[src/rtl/seq_pattern_tx.sv]
// rtl/seq_pattern_tx.sv - serial pattern transmitter with repeat count
// Optional build macro: SEQ_PATTERN_TX_LSB_FIRST_EN selects LSB-first bit order.
module seq_pattern_tx #(
    parameter int WIDTH = 4,
    parameter int CNT_W = 4
) (
    input  logic             clk,
    input  logic             rst,
    input  logic             load_valid,
    output logic             load_ready,
    input  logic [WIDTH-1:0] load_pattern,
    input  logic [CNT_W-1:0] load_repeat,
    output logic             out,
    output logic             out_valid,
    output logic             last,
    output logic             busy
);

    localparam int BW = $clog2(WIDTH);

    typedef enum logic {
        IDLE,
        SEND
    } state_t;

    state_t           state;
    state_t           state_next;
    logic [WIDTH-1:0] shreg;
    logic [WIDTH-1:0] pat;
    logic [CNT_W-1:0] rep;
    logic [BW-1:0]    bit_cnt;
    logic             wrap;
    logic             take;
    logic             cur_bit;
    logic [WIDTH-1:0] shreg_shifted;

    assign wrap = (bit_cnt == BW'(WIDTH - 1));
    assign take = load_valid && load_ready;

`ifdef SEQ_PATTERN_TX_LSB_FIRST_EN
    assign cur_bit       = shreg[0];
    assign shreg_shifted = {1'b0, shreg[WIDTH-1:1]};
`else
    assign cur_bit       = shreg[WIDTH-1];
    assign shreg_shifted = {shreg[WIDTH-2:0], 1'b0};
`endif

    always_ff @(posedge clk) begin
        if (rst) begin
            state <= IDLE;
        end else begin
            state <= state_next;
        end
    end

    // load_valid is tested directly here rather than through take, so the
    // ready/next-state decode stays free of a combinational self-loop.
    always_comb begin
        state_next = state;
        load_ready = 1'b0;
        case (state)
            IDLE: begin
                load_ready = !rst;
                if (load_valid && !rst) begin
                    state_next = SEND;
                end
            end
            SEND: begin
                if (wrap && (rep == '0)) begin
                    state_next = IDLE;
                end
            end
            default: state_next = IDLE;
        endcase
    end

    always_ff @(posedge clk) begin
        if (rst) begin
            shreg   <= '0;
            pat     <= '0;
            rep     <= '0;
            bit_cnt <= '0;
        end else begin
            case (state)
                IDLE: begin
                    if (take) begin
                        shreg   <= load_pattern;
                        pat     <= load_pattern;
                        rep     <= load_repeat;
                        bit_cnt <= '0;
                    end
                end
                SEND: begin
                    if (wrap) begin
                        bit_cnt <= '0;
                        // Reload on the wrap edge so repetitions run back-to-back.
                        if (rep != '0) begin
                            rep   <= rep - CNT_W'(1);
                            shreg <= pat;
                        end else begin
                            shreg <= shreg_shifted;
                        end
                    end else begin
                        bit_cnt <= bit_cnt + BW'(1);
                        shreg   <= shreg_shifted;
                    end
                end
                default: ;
            endcase
        end
    end

    // Outputs decode flops only; no input reaches them combinationally.
    assign out_valid = (state == SEND);
    assign busy      = (state == SEND);
    assign out       = out_valid && cur_bit;
    assign last      = out_valid && (rep == '0) && wrap;

endmodule
[config.mk]
export PLATFORM = sky130hd
export DESIGN_NAME = seq_pattern_tx
export DESIGN_NICKNAME = d
export VERILOG_FILES = /design/src/rtl/seq_pattern_tx.sv
export SDC_FILE = /design/constraint.sdc
export NUM_CORES = 1
export LEC_CHECK = 0
export ABC_AREA = 1
export CAP_MARGIN = 20
export CORE_MARGIN = 4
export CORE_UTILIZATION = 56
export CTS_BUF_LIST = sky130_fd_sc_hd__clkbuf_4 sky130_fd_sc_hd__clkbuf_8
export CTS_CLUSTER_DIAMETER = 200
export CTS_CLUSTER_SIZE = 12
export DETAILED_ROUTE_END_ITERATION = 6
export PLACE_DENSITY = 0.92
export SLEW_MARGIN = 15
export SYNTH_ARGS = -nofsm -noshare
export SYNTH_HDL_FRONTEND = slang
export SYNTH_SLANG_ARGS = --single-unit
export TNS_END_PERCENT = 1
[constraint.sdc]
create_clock -name clk -period 2.9 [get_ports clk]
set_input_delay 0.435 -clock clk [delete_from_list [all_inputs] [get_ports clk]]
set_output_delay 0.435 -clock clk [all_outputs]
set_load 0.02 [all_outputs]
After elaboration in Yosys (flattened, before gate mapping)
Cells that the tools add are included.

cells by class
  add/subtract/negate cells = 2
  multiplexer cells = 15
  reduce and logical (&&, ||, !) cells = 11
  bitwise gates (word level) = 1
  eq/ne operators = 4

operators with widths
  kind                   number
  $mux W4                6
  $pmux W4 S2            2
  $logic_and A1 B1 Y1    6
  $logic_not A4 Y1       1
  $mux W2                2
  $ne A2 B1 Y1 const B   2
  $pmux W2 S2            1
  $reduce_bool A4 Y1     1
  $sub A4 B1 Y4 const B  1
  $mux W1                3
  $reduce_and A3 Y1      1
  $add A2 B1 Y2 const B  1
  $eq A2 B2 Y1 const B   1
  $ne A2 B2 Y1 const B   1
  $pmux W1 S2            1
  $reduce_and A2 Y1      1
  $logic_not A1 Y1       1
  $not A1 Y1             1

word-level totals
  logic and storage cells = 38
  register bits after elaboration = 15

Logic depth before layout (Yosys ltp)
  depth in word-level cells = 5
  gate-level depth with buffers = 9

Worst setup path before layout
No wires, ideal clock.

  kind = register to output
  start = register state, in the netlist busy
  end = output port last
  setup slack = 1.347 ns
  data required time = 2.465 ns
  cell stages (with the launch flop) = 4
  buffers on the path = 1
  data arrival time = 1.118 ns
  cell sequence = dfxtp_1 -> buf_4 -> nand3_1 -> nor2_1

between the ends
  word-level cells in the longest chain between the ends = 2

RTL lines
  what                              RTL line  RTL
  from (decl)                       26        state_t state;
  from (signal assigned)            52        state <= state_next;
  $logic_and A1 B1 Y1 (2 in a row)  117       assign last = out_valid && (rep == '0) && wrap;
  to (decl)                         15        output logic last,

No other way between the ends.

Worst setup path in the final report
  start = register rep[0]
  end = output port last

between the ends
  word-level cells in the longest chain between the ends = 3

RTL lines
  what                              RTL line  RTL
  from (decl)                       30        logic [CNT_W-1:0] rep;
  from (signal assigned)            89        rep <= load_repeat;
  from (signal assigned)            98        rep <= rep - CNT_W'(1);
  $logic_not A4 Y1                  117
  $logic_and A1 B1 Y1 (2 in a row)  117

No other way between the ends.

==> key figures <==
STA
  • Worst-margin pin slew: 307.9 ps
  • Final hold vios: 0
  • Fmax: 0.4324 GHz
  • Setup TNS: 0 ps
  • Period utilization: 79.75%
  • Final worst path period need: 2313 ps
  • Unrepaired setup endpoints after global routing: no
  • Worst slew margin: 79.44%
  • Setup Skew: 1.581 ps
  • Final WS setup: 587.3 ps
  • Slew Viols, Final: 0
  • Final setup viols: 0

Critical path
  • Critical path data required time: 2470 ps
  • Critical-path top delay cell: clkdlybuf4s50_1
  • Setup slack, reg-to-reg: 1500 ps
  • Worst Setup SP: rep[0]$_SDFFE_PP0P_
  • Crit. End Element: output port
  • Cells on worst reg2reg path: 6
  • Delay of the slowest critical-path stage: 620 ps
  • Kind of critical path: reg -> out
  • Startpoint types: flip-flop
  • CP Data Arrival Time: 1880 ps
  • Critical Path Sink: last
  • Crit-path cells: inv_1, ha_1, nand3_1, nor2_1, clkdlybuf4s50_1
  • CP max FO: 4
  • R2R Path Start: busy$_SDFF_PP0_
  • Reg2reg end: rep[1]$_SDFFE_PP0P_

Placement
  • Gpl congestion: 0.9090
  • I/O Buffers: 15
  • Detailed Place HPWL: 1.350 mm
  • Placed inst area: 985.9 um^2
  • Placement Setup Slack: 738.9 ps

Outcome
  • Status: finished clean

Hold path
  • Worst min-delay path category: reg -> reg

Finish
  • Share of layout cells above drive strength 1: 12.78%
  • Diode count: 0
  • Commonest cells after routing, fill and taps aside: nand2_1, dfxtp_1, clkdlybuf4s50_1
  • P&R area growth vs syn: 21.62%
  • Fin nets: 147
  • Cell area after layout: 1013 um^2
  • Most common cell after layout, fill and taps aside: nand2_1

Power and ir drop
  • P_leak: 0.4485 nW
  • Pwr Density: 453.2 nW/um^2
  • Worst VDD drop: 0.0003174 V

Synthesis
  • Sequential fraction of the synthesis area: 36.04%
  • Cells after Synth: 116
  • Cell area after synthesis: 833.3 um^2
  • Mean Syn Cell Area: 7.184 um^2
  • Synth area leader: dfxtp_1
  • Number of synthesized register bits: 15
  • Ys Warns: 0
  • Synth area leaders: dfxtp_1, nand2_1, a21oi_1, inv_1, nor2_1
  • Synth cell types: 24
  • Syn nets: 129
  • Synth top area share: 36.04%

Clocking
  • Post-CTS setup buffer count: 0
  • Clock Tree Buf Depth: 2
  • CTS root buffer: clkbuf_4
  • TritonCTS buffer count: 3
  • Htree depth: 1
  • Clock-pin slew on the worst setup and hold paths: 90 ps
  • CTS Sinks: 15
  • CTS tree: built
  • Worst-Skew Late Latency: 280 ps
  • Post-CTS Resized: 0
  • Post-CTS Hold Fix Bufs: 0

Route
  • Final WL: 1.728 mm
  • Pre-antenna DRT Iters: 4
  • ANT nets after route: 0
  • WL/cell: 11.68 um
  • DR iter-0 viols: 30
  • DRC violations left: 0
  • Via count of the routed design: 779
  • Vias per cell: 5.264

Floorplanning
  • I/O Pins: 16
  • Die X: 46.58 um
  • Cell Rows: 13
  • Initial Utilization: 61.72%
  • Area of the core: 1350 um^2
  • Die footprint: 2169 um^2
  • Die H: 46.58 um

GRT
  • First-pass GRT wire length: 2.953 mm
  • GR Util All Layers: 19.46%
  • Vias in the first global route: 718
  • Initial antenna violation count: 0
  • Largest net degree at the start of global routing: 11
  • Congestion Overflow GR: 0

Run
  • Maxcap violations: 0
-- logic make-up after synthesis --
family	after synthesis	share of synthesized area, %
buffers and inverters	20	12.16
and+or+nand+nor	60	37.24
DFF	15	36.04
adders and majority gates	2	3.003
AOI/OAI and AO/OA	19	11.56
-- metrics by stage --
stage,util [%],instances,hold slack (ps),power [mW]
after floorplan,-,116,432.1,0.3083
after global placement,73.03,144,447.1,0.3391
after detailed placement,73.03,144,456.9,0.3437
after CTS,75.07,148,471.4,0.4601
after global routing,75.07,148,500.9,0.4872
final,75.07,148,468.2,0.4593
-- layer usage --
layer	vias up	routed length [um]	global-route usage [%]
li1	410	-	-
met1	347	780	22.66
met2	17	832	32.97
met3	5	80	3.516
met4	0	34	10.80
met5	-	0	0
-- critical path, delay by kind of cell, from the launching register on --
| family | cells | cell delay [ps] |
|---|---|---|
| buffers and inverters | 2 | 720 |
| DFF | 1 | 320 |
| adders and majority gates | 1 | 230 |
| and+or+nand+nor | 2 | 310 |
-- worst min path at each step --
stage / start / to / slack, ps / cells after the start
after floorplan: bit_cnt[0]$_SDFFE_PP0P_ / bit_cnt[0]$_SDFFE_PP0P_ / 430 / 1
after global placement: bit_cnt[0]$_SDFFE_PP0P_ / bit_cnt[0]$_SDFFE_PP0P_ / 450 / 1
after detailed placement: shreg[3]$_SDFFE_PP0P_ / shreg[3]$_SDFFE_PP0P_ / 460 / 2
after CTS: shreg[3]$_SDFFE_PP0P_ / shreg[3]$_SDFFE_PP0P_ / 470 / 2
after global routing: pat[3]$_SDFFE_PP0P_ / pat[3]$_SDFFE_PP0P_ / 500 / 2
final: shreg[3]$_SDFFE_PP0P_ / shreg[3]$_SDFFE_PP0P_ / 470 / 2
-- synth_stat cells --
library cell and number:
nand2_8 1, o21ai_1 2, ha_1 2, nand3b_1 2, a31oi_1 1, inv_2 1
o21ai_0 6, inv_1 13, inv_8 1, inv_4 1, buf_2 1, buf_6 1
nand2_1 29, nand2_2 4, dfxtp_1 15, nand4_1 5, nor2_1 9, nand2_4 1
nand3_2 1, a21oi_1 10, nor2_8 1, nor3_1 1, buf_4 2, nand3_1 6
-- registers in the layout, indices dropped and copies added (netlist names) --
register,count
bit_cnt,2
busy,1
pat,4
rep,4
shreg,4
-- layout make-up --
type                    instances  area [um^2]
repair buffers                 17        165.2
clock buffers                   3        22.52
flip-flops and latches         15        300.3
fillers                       115        336.6
clock inverters                 1        5.005
well taps                      15        18.77
inverters                      16        70.07
multi-input cells              81        431.7
-- where the power goes --
part | total (mW) | switching (mW) | internal [mW]
logic | 0.110 | 0.0634 | 0.0471
registers | 0.229 | 0.00962 | 0.220
clock network | 0.120 | 0.0684 | 0.0513
total | 0.459 | 0.141 | 0.318
Power figures use the tool's default switching activity.
